File: src/rtl/anim_pkg.sv
// Shared types and constants for the animation tick scheduler and its lane dividers.
package anim_pkg;

    typedef enum logic [1:0] {
        ST_IDLE,
        ST_FLUSH,
        ST_RUN,
        ST_PAUSE
    } state_t;

    localparam int LANES = 4;

    // Lane i shifts once every (i+1) ticks.
    localparam logic [LANES-1:0][2:0] LANE_DIV = {3'd4, 3'd3, 3'd2, 3'd1};

    function automatic int term_for_level(
        input logic [1:0] lvl,
        input int         t0,
        input int         t1,
        input int         t2,
        input int         t3
    );
        case (lvl)
            2'd0:    return t0;
            2'd1:    return t1;
            2'd2:    return t2;
            default: return t3;
        endcase
    endfunction

endpackage

File: src/rtl/anim_lane_divider.sv
// Per-lane tick divider: counts animation ticks modulo i_divisor and strobes on wrap.
module anim_lane_divider (
    input  logic       i_clk,
    input  logic       i_rst,
    input  logic       i_clr,
    input  logic       i_tick,
    input  logic [2:0] i_divisor,
    output logic       o_strobe
);

    logic [1:0] r_cnt;
    logic       r_strobe;
    logic       w_wrap;

    assign w_wrap = ({1'b0, r_cnt} == (i_divisor - 3'd1));

    // i_tick is the scheduler's next-cycle tick, so the strobe lands on the tick cycle.
    always_ff @(posedge i_clk or posedge i_rst) begin
        if (i_rst) begin
            r_cnt    <= 2'd0;
            r_strobe <= 1'b0;
        end else if (i_clr) begin
            r_cnt    <= 2'd0;
            r_strobe <= 1'b0;
        end else begin
            r_strobe <= i_tick && w_wrap;
            if (i_tick) begin
                r_cnt <= w_wrap ? 2'd0 : r_cnt + 2'd1;
            end
        end
    end

    assign o_strobe = r_strobe;

endmodule

File: src/rtl/anim_tick_scheduler.sv
// Sequences the external speed counter and turns its terminal counts into
// animation ticks, a wrapping sprite-frame index and per-lane shift strobes.
module anim_tick_scheduler
    import anim_pkg::*;
#(
    parameter int DATAWIDTH = 24,
    parameter int FRAMES    = 4,
    parameter int TERM_L0   = 5000000,
    parameter int TERM_L1   = 3750000,
    parameter int TERM_L2   = 2500000,
    parameter int TERM_L3   = 1250000
) (
    input  logic                       SC_ANIMSCHED_CLOCK_50,
    input  logic                       SC_ANIMSCHED_RESET_InHigh,
    input  logic                       SC_ANIMSCHED_start_InHigh,
    input  logic                       SC_ANIMSCHED_stop_InHigh,
    input  logic                       SC_ANIMSCHED_pause_InHigh,
    input  logic [1:0]                 SC_ANIMSCHED_level_InBUS,
    input  logic [DATAWIDTH-1:0]       SC_ANIMSCHED_count_InBUS,
    output logic                       SC_ANIMSCHED_clear_OutLow,
    output logic                       SC_ANIMSCHED_upcount_OutLow,
    output logic                       SC_ANIMSCHED_tick_OutHigh,
    output logic [$clog2(FRAMES)-1:0]  SC_ANIMSCHED_frame_OutBUS,
    output logic [3:0]                 SC_ANIMSCHED_laneshift_OutBUS,
    output logic                       SC_ANIMSCHED_running_OutHigh
);

    localparam int FW = $clog2(FRAMES);

    state_t          r_state;
    logic [1:0]      r_level;
    logic [FW-1:0]   r_frame;
    logic            r_clear_n;
    logic            r_upcount_n;
    logic            r_tick;
    logic            r_running;

    logic [31:0]          w_term;
    logic [DATAWIDTH-1:0] w_run_match_val;
    logic [DATAWIDTH-1:0] w_resume_match_val;
    logic                 w_lvl_chg;
    logic                 w_tick_next;
    logic [FW-1:0]        w_frame_inc;
    logic [LANES-1:0]     w_strobe;

    assign w_term             = 32'(term_for_level(r_level, TERM_L0, TERM_L1, TERM_L2, TERM_L3));
    assign w_run_match_val    = DATAWIDTH'(w_term - 32'd2);
    assign w_resume_match_val = DATAWIDTH'(w_term - 32'd1);
    assign w_lvl_chg          = (SC_ANIMSCHED_level_InBUS != r_level);
    assign w_frame_inc        = (r_frame == FW'(FRAMES - 1)) ? '0 : r_frame + 1'b1;

    // The counter still advances on the cycle pause is first seen, so a match dropped
    // there is found one count higher on resume; ticking then keeps the remaining distance.
    assign w_tick_next = !SC_ANIMSCHED_stop_InHigh && !w_lvl_chg && !SC_ANIMSCHED_pause_InHigh &&
                         (((r_state == ST_RUN)   && (SC_ANIMSCHED_count_InBUS == w_run_match_val)) ||
                          ((r_state == ST_PAUSE) && (SC_ANIMSCHED_count_InBUS == w_resume_match_val)));

    always_ff @(posedge SC_ANIMSCHED_CLOCK_50 or posedge SC_ANIMSCHED_RESET_InHigh) begin
        if (SC_ANIMSCHED_RESET_InHigh) begin
            r_state     <= ST_IDLE;
            r_level     <= 2'd0;
            r_frame     <= '0;
            r_clear_n   <= 1'b0;
            r_upcount_n <= 1'b1;
            r_tick      <= 1'b0;
            r_running   <= 1'b0;
        end else begin
            r_tick <= w_tick_next;
            if (SC_ANIMSCHED_stop_InHigh) begin
                r_state     <= ST_IDLE;
                r_frame     <= '0;
                r_clear_n   <= 1'b0;
                r_upcount_n <= 1'b1;
                r_running   <= 1'b0;
            end else begin
                case (r_state)
                    ST_IDLE: begin
                        r_clear_n   <= 1'b0;
                        r_upcount_n <= 1'b1;
                        r_running   <= 1'b0;
                        if (SC_ANIMSCHED_start_InHigh) begin
                            r_level <= SC_ANIMSCHED_level_InBUS;
                            r_state <= ST_FLUSH;
                        end
                    end
                    ST_FLUSH: begin
                        r_state     <= ST_RUN;
                        r_clear_n   <= 1'b1;
                        r_upcount_n <= 1'b0;
                        r_running   <= 1'b1;
                    end
                    ST_RUN, ST_PAUSE: begin
                        if (w_lvl_chg) begin
                            r_level     <= SC_ANIMSCHED_level_InBUS;
                            r_state     <= ST_FLUSH;
                            r_clear_n   <= 1'b0;
                            r_upcount_n <= 1'b1;
                            r_running   <= 1'b0;
                        end else if (SC_ANIMSCHED_pause_InHigh) begin
                            r_state     <= ST_PAUSE;
                            r_clear_n   <= 1'b1;
                            r_upcount_n <= 1'b1;
                            r_running   <= 1'b0;
                        end else begin
                            r_state     <= ST_RUN;
                            r_clear_n   <= !w_tick_next;
                            r_upcount_n <= 1'b0;
                            r_running   <= 1'b1;
                            if (w_tick_next) begin
                                r_frame <= w_frame_inc;
                            end
                        end
                    end
                    default: begin
                        r_state     <= ST_IDLE;
                        r_clear_n   <= 1'b0;
                        r_upcount_n <= 1'b1;
                        r_running   <= 1'b0;
                    end
                endcase
            end
        end
    end

    for (genvar gi = 0; gi < LANES; gi++) begin : g_lane
        anim_lane_divider u_div (
            .i_clk     (SC_ANIMSCHED_CLOCK_50),
            .i_rst     (SC_ANIMSCHED_RESET_InHigh),
            .i_clr     (SC_ANIMSCHED_stop_InHigh),
            .i_tick    (w_tick_next),
            .i_divisor (LANE_DIV[gi]),
            .o_strobe  (w_strobe[gi])
        );
    end

    assign SC_ANIMSCHED_clear_OutLow     = r_clear_n;
    assign SC_ANIMSCHED_upcount_OutLow   = r_upcount_n;
    assign SC_ANIMSCHED_tick_OutHigh     = r_tick;
    assign SC_ANIMSCHED_frame_OutBUS     = r_frame;
    assign SC_ANIMSCHED_laneshift_OutBUS = w_strobe;
    assign SC_ANIMSCHED_running_OutHigh  = r_running;

endmodule

File: config.mk
export PLATFORM = sky130hd
export DESIGN_NAME = anim_tick_scheduler
export DESIGN_NICKNAME = d
export VERILOG_FILES = /design/src/rtl/anim_pkg.sv /design/src/rtl/anim_lane_divider.sv /design/src/rtl/anim_tick_scheduler.sv
export SDC_FILE = /design/constraint.sdc
export NUM_CORES = 1
export LEC_CHECK = 0
export BUFFER_PORTS_ARGS = -buffer_cell sky130_fd_sc_hd__buf_2
export CAP_MARGIN = 40
export CELL_PAD_IN_SITES_DETAIL_PLACEMENT = 0
export CELL_PAD_IN_SITES_GLOBAL_PLACEMENT = 2
export CORE_ASPECT_RATIO = 0.8
export CORE_MARGIN = 2
export CORE_UTILIZATION = 34
export CTS_CLUSTER_DIAMETER = 150
export DETAILED_ROUTE_END_ITERATION = 6
export HOLD_SLACK_MARGIN = 0.15
export PLACE_DENSITY_LB_ADDON = 0.1
export SYNTH_ARGS = -nofsm -noshare
export SYNTH_HDL_FRONTEND = slang
export SYNTH_SLANG_ARGS = --single-unit
export TNS_END_PERCENT = 1
File: constraint.sdc
create_clock -name SC_ANIMSCHED_CLOCK_50 -period 8.04 [get_ports SC_ANIMSCHED_CLOCK_50]
set_input_delay 2.01 -clock SC_ANIMSCHED_CLOCK_50 [delete_from_list [all_inputs] [get_ports SC_ANIMSCHED_CLOCK_50]]
set_output_delay 2.01 -clock SC_ANIMSCHED_CLOCK_50 [all_outputs]
set_load 0.005 [all_outputs]
==> flow_summary_export.csv <==
group,metric,value,unit
layout,final_core_util,40.34,%
detailed_routing,via_per_inst,5.434,
logic_synthesis,yosysWarnings,0,
detailed_routing,vias,1565,
critical_path,path_max_fanout,15,
critical_path,end_kind,"register",
logic_synthesis,synth_cell_types,54,
detailed_routing,drc,0,
die,core,0.004979,mm^2
global_route,antenna_found_initial,0,
global_route,grt_start_max_net_pins,20,
global_route,grt_overflow,0,
timing,worst_pin_slew,831.2,ps
placed_design,portBuffers,40,
layout,finalNetCount,269,
timing,max_freq,0.2528,GHz
layout,n_fill_cell,522,
placed_design,dp_hpwl,3.418,mm
placed_design,gp_congestion,0.7724,
layout,antennaDiodeCount,0,
detailed_routing,routed_wl,4.340,mm
logic_synthesis,synth-async-reset-ratio,100.0,%
layout,drive_above_1_share,23.45,%
cts,root_buffer,"clkbuf_8",
cts,cts.path.max_buffers,2,
cts,h-tree-depth,1,
outcome,run_status,"completed",
critical_path,worstSetupPathType,"in -> reg",
hold_path,hp-start,"g_lane[1].u_div.r_cnt[1]$_DFFE_PP0P_",
critical_path,worstPathArrival,4140,ps
cts,numCtsBuffers,3,
cts,clk_pin_slew,80,ps
critical_path,rrSetupSlack,4930,ps
timing,min_period,3956,ps
timing,tns,0,ps
critical_path,path_buf_inv,1,
detailed_routing,wire_per_inst,15.07,um
critical_path,slowest_delay,560,ps
logic_synthesis,synth-edff-count,0,
critical_path,r2r_start,"r_level[1]$_DFFE_PP0P_",
global_route,grt.total_usage,15.81,%
hold_path,min_to,"g_lane[1].u_div.o_strobe$_DFF_PP0_",
cts,cts.hold.buffers_added,0,
hold_path,hp-class,"reg -> reg",
critical_path,r2r_cells,8,
timing,fin_skew,1.462,ps
die,initial_core_util,35.03,%
cts,cts_sinks,22,
layout,regArea,551.8,um^2
layout,final_cell_mix,"40 x buf_2, 21 x dfrtp_1, 14 x o21ai_0, 12 x inv_1",
die,placementRows,23,
critical_path,cp_common_cell,"or4_1",
layout,area_growth,15.14,%
pwr,p_leak,0.0009219,uW
critical_path,crit_path_top_delay_cell,"or4_1",
logic_synthesis,syn_avg_cell_area,8.944,um^2
critical_path,reg2reg_to,"SC_ANIMSCHED_frame_OutBUS[1]$_DFFE_PP0P_",
timing,setup_violations,0,
timing,rsz0062_at_grt,"no",
pwr,ir_worst_vdd,97.95,uV
die,boundaryPins,41,
global_route,grt_pass1_wl,7.286,mm
logic_synthesis,synth_fp_nets,237,
logic_synthesis,ys_seq_area_share,31.64,%
cts,insertion_delay,260,ps
hold_path,worstHoldPathCells,1,
die,die_y,68.06,um
critical_path,critPathLaunchType,"input port",
die,fp.dieW,84.08,um
pwr,power.total,327.9,uW
logic_synthesis,synth_top_area_cell,"dfrtp_1",
critical_path,critPathRequiredTime,8220,ps
cts,cts_setup_buffers,0,
layout,final_common_cell,"buf_2",
timing,fin_crit_sh,49.20,%
logic_synthesis,netlist_area,0.001744,mm^2
timing,finalHoldViolCount,0,
timing,drv_slew,0,
global_route,grt_pass1_vias,1571,
pwr,power.density,163.3,mW/mm^2
cts,cts_tree,"built",
cts,post_cts_resized,0,
detailed_routing,drt_iter0_drc,68,
die,die_area,0.005722,mm^2
logic_synthesis,ys_ff_latch,22,
layout,multi_input_area,0.001051,mm^2
logic_synthesis,synth_cells,195,
detailed_routing,dr.pass1.iters,4,
timing,relSlewSlack,44.07,%
critical_path,path_cells,"buf_2 -> nand4b_1 -> nor4_1 -> nand3_1 -> or4_1 -> or4_1 -> a21oi_1",
logic_synthesis,yosysTopAreaCellShare,30.13,%
logic_synthesis,ys_dominant_reg_cell,"dfrtp_1",
critical_path,path_delay_family,"simple AND/OR/NAND/NOR gates",
flow_run,maxCapViolCount,0,
detailed_routing,ant_nets,0,
logic_synthesis,yosys-top-cells-area,"dfrtp_1 30%, ha_1 7.9%, o21ai_0 4.0%",
[cell type report]
cell class	instances	area share, %
clock buffer	4	2.741
inverter	12	2.243
multi-input combinational	147	52.34
sequential	22	27.48
tap	62	3.863
timing repair buffer	41	11.34
[worst register-to-register path, cell delays in order, from the launching register on]
cell and delay (ps):
dfrtp_1 460, inv_1 180, ha_1 540, nand2b_1 190, a21oi_1 60, a2111oi_0 490, nand4_1 380, or4_1 560
a21oi_1 170
[kinds of logic (layout without fill, tap and decap cells)]
logic type | after synthesis | after routing | synth area share, %
AND/OR/NAND/NOR | 73 | 73 | 26.47
XOR/XNOR | 10 | 10 | 5.021
AO/OA/AOI/OAI | 50 | 50 | 19.08
buffers and inverters | 26 | 57 | 8.106
multiplexers | 3 | 3 | 1.793
flip-flops | 22 | 22 | 31.64
adder cells (fa/ha/maj) | 11 | 11 | 7.891
[worst max-delay path by stage]
stage	from	endpoint	slack [ps]	cells past startpoint
2_1_floorplan	SC_ANIMSCHED_count_InBUS[13]	SC_ANIMSCHED_frame_OutBUS[1]$_DFFE_PP0P_	4240	7
3_3_place_gp	SC_ANIMSCHED_stop_InHigh	SC_ANIMSCHED_frame_OutBUS[1]$_DFFE_PP0P_	3900	7
3_5_place_dp	SC_ANIMSCHED_stop_InHigh	g_lane[3].u_div.r_cnt[0]$_DFFE_PP0P_	3810	7
4_1_cts	SC_ANIMSCHED_stop_InHigh	SC_ANIMSCHED_frame_OutBUS[1]$_DFFE_PP0P_	4080	7
5_1_grt	SC_ANIMSCHED_count_InBUS[15]	SC_ANIMSCHED_frame_OutBUS[1]$_DFFE_PP0P_	3990	7
6_report	SC_ANIMSCHED_stop_InHigh	SC_ANIMSCHED_frame_OutBUS[1]$_DFFE_PP0P_	4080	7
[cell usage after synthesis (4+ instances only)]
master     n
a21oi_1   11
and3b_1    4
buf_2      5
buf_4      4
dfrtp_1   21
ha_1      11
inv_1     12
nand2b_1   9
nand3_1   11
nor2_1     9
nor3_1     6
o21a_1     4
o21ai_0   14
or3_1      4
xnor2_1    5
xor2_1     5
[power breakdown]
| part | internal, uW | switching [uW] |
|---|---|---|
| logic | 53.7 | 75.3 |
| registers | 115 | 5.07 |
| clock network | 43.6 | 35.6 |
| total | 212 | 116 |
[flip-flops by register name, indices dropped and copies added, names as in the netlist]
signal                        flops
g_lane.u_div.r_cnt                8
SC_ANIMSCHED_clear_OutLow         1
SC_ANIMSCHED_frame_OutBUS         2
g_lane.u_div.o_strobe             4
SC_ANIMSCHED_running_OutHigh      1
SC_ANIMSCHED_upcount_OutLow       1
r_level                           2
r_state                           2
SC_ANIMSCHED_tick_OutHigh         1
[per-layer routing]
metal / vias to the layer above / GRT usage (%) / part of all wire, %
li1: 770 / - / -
met5: - / 0 / 0
met4: 0 / 3.024 / 1.1
met2: 39 / 27.38 / 46
met3: 6 / 5.187 / 6.3
met1: 750 / 19.66 / 47
[per-stage QoR]
step | cells | setup slack, ps | hold WS [ps] | instance area [um^2]
floorplan | 195 | 4239 | 395.1 | 1744
global placement | 283 | 3896 | 408.3 | 1926
detailed placement | 284 | 3807 | 420.7 | 1953
CTS | 288 | 4081 | 445.0 | 2008
global route | 288 | 3988 | 465.0 | 2008
finish | 288 | 4084 | 442.2 | 2008
No activity file was read; power rests on OpenSTA's default activity.
